===== config.mk =====
export PLATFORM = sky130hd
export DESIGN_NAME = layer_sequencer
export DESIGN_NICKNAME = d
export VERILOG_FILES = /design/src/rtl/layer_sequencer.sv
export SDC_FILE = /design/constraint.sdc
export NUM_CORES = 1
export LEC_CHECK = 0
export ABC_CLOCK_PERIOD_IN_PS = 3400
export BUFFER_PORTS_ARGS = -buffer_cell sky130_fd_sc_hd__buf_2
export CAP_MARGIN = 20
export CORE_UTILIZATION = 54
export CTS_CLUSTER_DIAMETER = 30
export DETAILED_ROUTE_END_ITERATION = 10
export PLACE_DENSITY_LB_ADDON = 0.05
export RECOVER_POWER = 100
export SLEW_MARGIN = 25
export SYNTH_ARGS = -nofsm -noshare
export SYNTH_HDL_FRONTEND = slang
export SYNTH_SLANG_ARGS = --single-unit

===== constraint.sdc =====
create_clock -name clk -period 3.4 [get_ports clk]
set_input_delay 0.34 -clock clk [delete_from_list [all_inputs] [get_ports clk]]
set_output_delay 0.34 -clock clk [all_outputs]
set_load 0.01 [all_outputs]

===== src/rtl/layer_sequencer.sv =====
// Sequences one model pass (forward, then optional backward) from the layer tables onto the compute engine.
// Latency: 1 fetch cycle per op (2 for backward ops with idx > 0), then issue, then wait for op_done.
// Backpressure: op_* fields are held while op_valid && !op_ready; only one op is outstanding at a time.

package layer_seq_pkg;
   typedef logic [31:0] mem_handle_t;
   // Layers with this opcode have no weight/bias table entries.
   localparam logic [7:0] OP_FLATTEN = 8'h04;
endpackage

module layer_sequencer
   import layer_seq_pkg::*;
#(
   parameter int MAX_LAYERS = 16,
   parameter int LIDX_W     = 4
) (
   input  logic              clk,
   input  logic              rst_l,
   input  logic              start,
   input  logic              train,
   input  logic [LIDX_W:0]   num_layers,
   input  mem_handle_t       sample_ptr,
   input  logic              abort,
   output logic [LIDX_W-1:0] tbl_idx,
   input  logic [7:0]        tbl_opcode,
   input  mem_handle_t       tbl_scratch,
   input  mem_handle_t       tbl_weight,
   input  mem_handle_t       tbl_wgrad,
   input  mem_handle_t       tbl_bias,
   input  mem_handle_t       tbl_bgrad,
   output logic              op_valid,
   input  logic              op_ready,
   output logic [7:0]        op_opcode,
   output logic              op_bwd,
   output mem_handle_t       op_in,
   output mem_handle_t       op_out,
   output mem_handle_t       op_weight,
   output mem_handle_t       op_bias,
   input  logic              op_done,
   output logic              busy,
   output logic              pass_done,
   output logic              pass_err
);

   typedef enum logic [2:0] {S_IDLE, S_FETCH, S_ISSUE, S_WAIT, S_FINISH} state_t;

   localparam logic [LIDX_W:0]   ONE   = (LIDX_W+1)'(1);
   localparam logic [LIDX_W-1:0] ONE_S = LIDX_W'(1);
   localparam logic [LIDX_W:0]   MAXL  = (LIDX_W+1)'(MAX_LAYERS);

   state_t          state, state_nxt;
   logic [LIDX_W:0] idx;        // wide enough that 16 layers never wraps
   logic [LIDX_W:0] nl_q;
   logic            dir_bwd;
   logic            train_q;
   logic            fetch2;     // second backward fetch cycle: reads scratch[idx-1]
   mem_handle_t     sample_q;
   mem_handle_t     prev_q;     // scratch handle of the previous forward layer

   logic start_ok;
   logic last_fwd;
   logic fetch_more;
   logic is_flat;

   assign start_ok   = start && (num_layers != '0) && (num_layers <= MAXL);
   assign last_fwd   = (idx == (nl_q - ONE));
   assign fetch_more = dir_bwd && (idx != '0) && !fetch2;
   assign is_flat    = (tbl_opcode == OP_FLATTEN);

   // State register.
   always_ff @(posedge clk or negedge rst_l) begin
      if (!rst_l) state <= S_IDLE;
      else        state <= state_nxt;
   end

   // Next-state decode plus the outputs that follow directly from the state.
   always_comb begin
      state_nxt = state;
      op_valid  = 1'b0;
      busy      = (state != S_IDLE);
      tbl_idx   = '0;
      case (state)
         S_IDLE: begin
            if (start_ok) state_nxt = S_FETCH;
         end
         S_FETCH: begin
            tbl_idx = fetch2 ? (idx[LIDX_W-1:0] - ONE_S) : idx[LIDX_W-1:0];
            if (!fetch_more) state_nxt = S_ISSUE;
         end
         S_ISSUE: begin
            op_valid = 1'b1;
            if (op_ready) state_nxt = S_WAIT;
         end
         S_WAIT: begin
            if (op_done) begin
               if (dir_bwd)       state_nxt = (idx == '0) ? S_FINISH : S_FETCH;
               else if (last_fwd) state_nxt = train_q ? S_FETCH : S_FINISH;
               else               state_nxt = S_FETCH;
            end
         end
         S_FINISH: state_nxt = S_IDLE;
         default:  state_nxt = S_IDLE;
      endcase
      // Cancel wins over everything, including a same-cycle op_done.
      if (abort && (state != S_IDLE)) state_nxt = S_IDLE;
   end

   // Pass context, layer walk, table capture and the pass_done/pass_err pulses.
   always_ff @(posedge clk or negedge rst_l) begin
      if (!rst_l) begin
         idx       <= '0;
         nl_q      <= '0;
         dir_bwd   <= 1'b0;
         train_q   <= 1'b0;
         fetch2    <= 1'b0;
         sample_q  <= '0;
         prev_q    <= '0;
         op_opcode <= '0;
         op_bwd    <= 1'b0;
         op_in     <= '0;
         op_out    <= '0;
         op_weight <= '0;
         op_bias   <= '0;
         pass_done <= 1'b0;
         pass_err  <= 1'b0;
      end else begin
         pass_done <= 1'b0;
         pass_err  <= 1'b0;
         case (state)
            S_IDLE: begin
               if (start_ok) begin
                  train_q  <= train;
                  nl_q     <= num_layers;
                  sample_q <= sample_ptr;
                  idx      <= '0;
                  dir_bwd  <= 1'b0;
                  fetch2   <= 1'b0;
               end else if (start) begin
                  pass_done <= 1'b1;
                  pass_err  <= 1'b1;
               end
            end
            S_FETCH: begin
               if (!fetch2) begin
                  op_opcode <= tbl_opcode;
                  op_bwd    <= dir_bwd;
                  op_out    <= tbl_scratch;
                  op_weight <= is_flat ? '0 : (dir_bwd ? tbl_wgrad : tbl_weight);
                  op_bias   <= is_flat ? '0 : (dir_bwd ? tbl_bgrad : tbl_bias);
                  if (!dir_bwd) begin
                     op_in  <= (idx == '0) ? sample_q : prev_q;
                     prev_q <= tbl_scratch;
                  end else if (idx == '0) begin
                     op_in  <= sample_q;
                  end
                  fetch2 <= fetch_more;
               end else begin
                  op_in  <= tbl_scratch;
                  fetch2 <= 1'b0;
               end
            end
            S_WAIT: begin
               if (op_done && !abort) begin
                  if (dir_bwd) begin
                     if (idx != '0) idx <= idx - ONE;
                  end else if (last_fwd) begin
                     if (train_q) dir_bwd <= 1'b1;
                  end else begin
                     idx <= idx + ONE;
                  end
               end
            end
            S_FINISH: pass_done <= 1'b1;
            default: ;
         endcase
         if (abort && (state != S_IDLE)) pass_done <= 1'b1;
      end
   end

endmodule

# Yosys cells after proc, flatten, opt, wreduce, memory -nomap -nowiden
# Index checks and enable logic that the tools add are counted.
[word_totals]
reg_bits = 219
input_bits = 212
out_inout_bits = 145
word_cells = 101
[op_classes]
addsub = 4
magnitude_cmp = 1
eq_ne = 15
muxes = 40
bitwise = 2
reduce_logical = 23
[ops]
columns = ["cell", "n"]
rows = [
  ["$mux 32", 8],
  ["$mux 3", 9],
  ["$mux 5", 5],
  ["$ne 3x3->1 const B", 6],
  ["$pmux 3 s4", 1],
  ["$mux 1", 11],
  ["$pmux 5 s2", 1],
  ["$reduce_bool 5->1", 2],
  ["$sub 5x1->5 const B", 2],
  ["$eq 8x3->1 const B", 1],
  ["$mux 4", 2],
  ["$reduce_and 2->1", 4],
  ["$eq 3x2->1 const B", 2],
  ["$logic_and 1x1->1", 6],
  ["$pmux 1 s2", 3],
  ["$reduce_and 3->1", 2],
  ["$add 5x1->5 const B", 1],
  ["$eq 5x5->1", 1],
  ["$le 5x5->1 const B", 1],
  ["$logic_not 5->1", 1],
  ["$reduce_and 5->1", 1],
  ["$ne 2x2->1 const B", 2],
  ["$reduce_and 4->1", 1],
  ["$reduce_bool 2->1", 2],
  ["8 further kinds", 10],
]

# Logic depth before layout (Yosys ltp)
[depth]
word_depth = 7
depth_mapped = 9
ltp_nobuf = 7

# Least setup slack after synthesis
# Ideal clock, no wire load.
[synth_timing]
path_kind = "register to register"
from = "register idx[0]"
to = "register op_in[10]"
setup_ns = 0.125
t_arrival_ns = 1.983
t_required_ns = 3.275
setup_slack_ns = 1.292
stages_incl_launch_ff = 10
n_path_buf = 2
synth_period_minus_slack_ns = 2.108
path_cell_list = "dfrtp_1 -> buf_2 -> inv_1 -> ha_1 -> or4b_4 -> nand2_4 -> nor2_4 -> nor2_8 -> buf_12 -> mux2_4"
[synth_between]
elab_chain_len = 4
word_cells_on_any_way = 6
cone_classes = "eq/ne (1); mux (3); reduce/logical (2)"
[synth_lines]
columns = ["item", "line", "source"]
rows = [
  ["start: declaration", "52", "logic [LIDX_W:0] idx;"],
  ["start signal: assignment", "165", "if (idx != '0) idx <= idx - ONE;"],
  ["start signal: assignment", "169", "idx <= idx + ONE;"],
  ["$logic_not 5->1 (*)", "151, 153", ""],
  ["$mux 32", "151", "op_in <= (idx == '0) ? sample_q : prev_q;"],
  ["$mux 32", "150", "if (!dir_bwd) begin"],
  ["$mux 32", "144", "if (!fetch2) begin"],
  ["end signal: assignment", "151", ""],
  ["end signal: assignment", "154", "op_in <= sample_q;"],
  ["end signal: assignment", "158", "op_in <= tbl_scratch;"],
  ["end: declaration", "35", "output mem_handle_t op_in,"],
]
# Mark *: on every way between the ends. The rest lies on a longest branch, timed or not.
# A chain may end at the register's enable or synchronous reset.

# Final worst setup path
[layout_timing]
from = "register state[1]"
to = "register prev_q[6]"
[layout_between]
elab_chain_len = 2
[layout_lines]
columns = ["item", "line", "source"]
rows = [
  ["start: declaration", "51", "state_t state, state_nxt;"],
  ["start signal: assignment", "73", "else state <= state_nxt;"],
  ["$eq 3x1->1", "129", "case (state)"],
  ["$reduce_and 3->1 (no line)", "-", ""],
  ["end signal: assignment", "152", "prev_q <= tbl_scratch;"],
  ["end: declaration", "58", "mem_handle_t prev_q;"],
]
# Every way passes these cells.

==> metrics.txt <==
# TYPE chip_impl_metric gauge
chip_impl_info{name="outcome",value="finished with violations"} 1
chip_impl_info{name="violated_checks",value="max-capacitance violations, max-slew violations"} 1
chip_impl_metric{name="cp.required",unit="ns"} 3.78
chip_impl_metric{name="grt_resource_usage_total",unit="%"} 27.2
chip_impl_metric{name="synthDominantCellAreaShare",unit="%"} 53.8
chip_impl_metric{name="synthArstFlopShare",unit="%"} 100
chip_impl_info{name="cts_tree",value="yes"} 1
chip_impl_metric{name="later_pin_clock_latency_in_the_skew_report",unit="ns"} 0.52
chip_impl_metric{name="report.final.hold_viol_count",unit=""} 0
chip_impl_metric{name="irDropWorstVdd",unit="V"} 0.000746
chip_impl_metric{name="power_switching_share",unit="%"} 33.5
chip_impl_metric{name="worst_slew_pin_slew",unit="ns"} 1.55
chip_impl_info{name="yosys-top-cells-count",value="219 x dfrtp_1, 112 x mux2_2, 102 x nand2_1"} 1
chip_impl_metric{name="instance_count_of_the_mapped_netlist",unit=""} 805
chip_impl_metric{name="grt_first_pass_wirelength",unit="mm"} 41.1
chip_impl_info{name="worstHoldStart",value="sample_ptr[9]"} 1
chip_impl_info{name="worst_hold_path_type",value="in2reg"} 1
chip_impl_metric{name="antenna_violating_nets_post_route",unit=""} 0
chip_impl_metric{name="hold-path-cell-count",unit=""} 2
chip_impl_metric{name="finalClockSkew",unit="ns"} 0.0268
chip_impl_info{name="unrepaired_setup_endpoints_after_global_routing",value="no"} 1
chip_impl_metric{name="firstDrtPassIters",unit=""} 4
chip_impl_metric{name="final.min_clock_period",unit="ns"} 2.88
chip_impl_metric{name="filler_cell_count",unit=""} 1420
chip_impl_metric{name="layout.nets",unit=""} 1384
chip_impl_metric{name="cts.reportedPaths.clkPinSlew",unit="ns"} 0.05
chip_impl_metric{name="synth.distinct_cells",unit=""} 52
chip_impl_metric{name="final_layout_size_suffix_gt1_share",unit="%"} 34.6
chip_impl_metric{name="arrival",unit="ns"} 3.26
chip_impl_metric{name="antenna_found_initial",unit=""} 3
chip_impl_metric{name="reg2reg_slack",unit="ns"} 0.52
chip_impl_metric{name="reg2reg_depth",unit=""} 5
chip_impl_metric{name="final_min_period_over_clock_period",unit="%"} 84.8
chip_impl_metric{name="power_switching",unit="mW"} 4.40
chip_impl_metric{name="max_cap_viol_count",unit=""} 1
chip_impl_metric{name="post_synth_instance_area",unit="sq mm"} 0.0102
chip_impl_metric{name="hpwlAfterDp",unit="mm"} 18.1
chip_impl_metric{name="clockPowerShare",unit="%"} 32.4
chip_impl_info{name="worstSetupPathType",value="reg2reg"} 1
chip_impl_metric{name="leakagePower",unit="nW"} 5.81
chip_impl_metric{name="die_w",unit="um"} 139
chip_impl_metric{name="initial_utilization",unit="%"} 55.9
chip_impl_metric{name="post_synth_net_total",unit=""} 1024
chip_impl_metric{name="number_of_flops_mapped_to_enable_cells_by_yosys",unit=""} 0
chip_impl_metric{name="synth-seq-cells",unit=""} 219
chip_impl_metric{name="cts.htree.levels",unit=""} 2
chip_impl_metric{name="critical-path-max-stage-delay",unit="ns"} 0.82
chip_impl_metric{name="core_region_area",unit="sq mm"} 0.0182
chip_impl_metric{name="internal_power",unit="mW"} 8.73
chip_impl_info{name="hold-path-endpoint",value="sample_q[9]"} 1
chip_impl_metric{name="synthesis.area_per_instance",unit="sq um"} 12.6
chip_impl_metric{name="floorplan.die_area",unit="sq mm"} 0.0194
chip_impl_info{name="synth_top_cell_by_area",value="dfrtp_1"} 1
chip_impl_metric{name="hold_ws",unit="ns"} 0.0503
chip_impl_metric{name="placement.io_buffers",unit=""} 356
chip_impl_metric{name="ys_warn_count",unit=""} 0
chip_impl_metric{name="power-per-cell-area",unit="mW/mm^2"} 997
chip_impl_metric{name="timing.final.setup_violations",unit=""} 0
chip_impl_metric{name="multi_input_comb_area",unit="sq mm"} 0.00416
chip_impl_metric{name="detail_route.drc_violations",unit=""} 0
chip_impl_metric{name="fmax",unit="MHz"} 347
chip_impl_metric{name="timing.slew.headroom",unit="%"} -3.59
chip_impl_metric{name="p_seq_share",unit="%"} 35.2
chip_impl_metric{name="power",unit="mW"} 13.1
chip_impl_metric{name="routed-via-count",unit=""} 7529
chip_impl_info{name="critPathSlowestCell",value="or3_1"} 1
chip_impl_metric{name="postLayoutCoreUtil",unit="%"} 72.3
chip_impl_metric{name="grt-ovfl-total",unit=""} 0
chip_impl_metric{name="final_weighted_congestion_in_routability_driven_placement",unit=""} 0.836
chip_impl_metric{name="combPwrFrac",unit="%"} 32.4
chip_impl_metric{name="floorplan.rows",unit=""} 49
chip_impl_info{name="synth.area.top_cells",value="dfrtp_1 54%, mux2_2 12%, mux2i_1 9.7%"} 1
chip_impl_metric{name="drtIter0Drc",unit=""} 292
chip_impl_info{name="startpoint_type",value="flop"} 1
chip_impl_info{name="synth_top_flop_cell",value="dfrtp_1"} 1
chip_impl_metric{name="flow.area_growth_from_synthesis",unit="%"} 29.3
chip_impl_metric{name="vias_per_cell",unit=""} 5.27
chip_impl_info{name="most_common_cell_in_the_netlist",value="dfrtp_1"} 1
chip_impl_metric{name="ys_seq_area_share",unit="%"} 53.8
chip_impl_metric{name="post_cts_resized",unit=""} 0
chip_impl_info{name="worstReg2RegStart",value="state[1]"} 1
chip_impl_metric{name="grt_max_degree",unit=""} 103
chip_impl_info{name="end_kind",value="flop"} 1
chip_impl_metric{name="regArea",unit="sq mm"} 0.00549
chip_impl_metric{name="detail_route.wirelength",unit="mm"} 26.1
chip_impl_metric{name="slew_viol_final",unit=""} 33
chip_impl_metric{name="die_h",unit="um"} 139
chip_impl_metric{name="io_pins",unit=""} 357
chip_impl_metric{name="route.detailed.wl_per_inst",unit="um"} 18.2
chip_impl_info{name="crit_chain",value="nand2b_1, or3_1, nor2_4, buf_4, mux2_2"} 1
chip_impl_metric{name="grt_pass1_vias",unit=""} 7865
chip_impl_metric{name="cts.sinks",unit=""} 219
chip_impl_metric{name="critical_path.max_fanout",unit=""} 27
chip_impl_metric{name="max-clock-path-buffers",unit=""} 3
chip_impl_info{name="critical_register_to_register_path_endpoint",value="prev_q[6]"} 1
chip_impl_metric{name="tns",unit="ns"} 0
chip_impl_metric{name="number_of_cts_inserted_buffers",unit=""} 43
chip_impl_info{name="clock-root-buffer",value="clkbuf_16"} 1
[cells in the final DEF, fill, tap and decap left out, types with 6 or more instances in the layout]
cell	count
dfrtp_1	217
clkbuf_1	154
nor2_1	12
clkinvlp_4	6
ha_1	6
mux2_1	31
clkbuf_16	44
o21ai_0	97
xnor2_1	7
nand2_1	103
mux2_2	111
buf_2	211
mux2i_1	99
[power by group through the flow]
stage | sequential (mW) | clock (mW) | combinational (mW)
global placement | 4.58 | 0 | 4.75
floorplan | 4.89 | 0 | 3.02
global route | 4.77 | 4.46 | 4.67
CTS | 4.61 | 4.31 | 4.89
detailed placement | 4.61 | 0 | 4.88
finish | 4.63 | 4.25 | 4.25
[kinds of logic (layout without fill, tap and decap cells)]
logic type	Yosys count	after routing	share of synthesized area [%]
adder cells (fa/ha/maj)	7	7	0.934
other	0	3	0
multiplexers	244	244	27.0
flip-flops	219	219	53.8
buffers and inverters	59	452	4.03
AND/OR/NAND/NOR	142	142	6.51
XOR/XNOR	11	11	0.947
AO/OA/AOI/OAI	123	123	6.74
[layer usage]
metal / vias up / GRT usage, % / share of wire [%]
met3: 46 / 7.26 / 6.3
met1: 3661 / 33.7 / 41
met5: - / 0 / 0
li1: 3565 / - / -
met2: 257 / 45.6 / 50
met4: 0 / 10.3 / 2.6
[sequential cells by signal, indices dropped and copies added, names as in the netlist]
signal and cells:
dir_bwd 1, op_opcode 8, pass_done 1, fetch2 1
state 3, op_in 32, nl_q 5, prev_q 32
op_bwd 1, sample_q 32, op_bias 32, idx 5
train_q 1, op_weight 32, pass_err 1, op_out 32
[metrics by stage]
| step | instances | area (sq um) | worst slack, ns |
|---|---|---|---|
| after floorplan | 805 | 10200 | 1.29 |
| after global placement | 1348 | 12000 | 0.907 |
| after global routing | 1429 | 13200 | 0.365 |
| after CTS | 1427 | 13500 | 0.796 |
| after detailed placement | 1348 | 12000 | 0.854 |
| final | 1430 | 13200 | 0.518 |
[cell type report]
| type | count | area share [%] |
|---|---|---|
| tap | 229 | 2.18 |
| inverter | 5 | 0.143 |
| clock buffer | 54 | 9.03 |
| sequential | 219 | 41.7 |
| clock inverter | 24 | 2.32 |
| antenna | 3 | 0.0570 |
| multi-input combinational | 527 | 31.6 |
| timing repair buffer | 369 | 13.0 |
[critical path: cells and delay by family, from the launching register on]
family | cells | cell delay, ns
simple gates | 3 | 1.45
flops | 1 | 0.46
mux | 1 | 0.39
buf+inv | 1 | 0.43
[worst max path at each step]
stage              from    endpoint  depth (start not counted)
2_1_floorplan    idx[0]   op_in[10]                          9
3_3_place_gp     idx[0]   op_in[13]                          8
3_5_place_dp     idx[0]   op_in[13]                          8
4_1_cts          fetch2  tbl_idx[3]                          5
5_1_grt        state[0]   prev_q[7]                          5
6_report       state[1]   prev_q[6]                          5
[timing repair]
item,in CTS,in global routing
setup buffers,0,0
hold buffers,1,0
hold endpoints to repair,98,0
(Power assumes the default switching activity.)
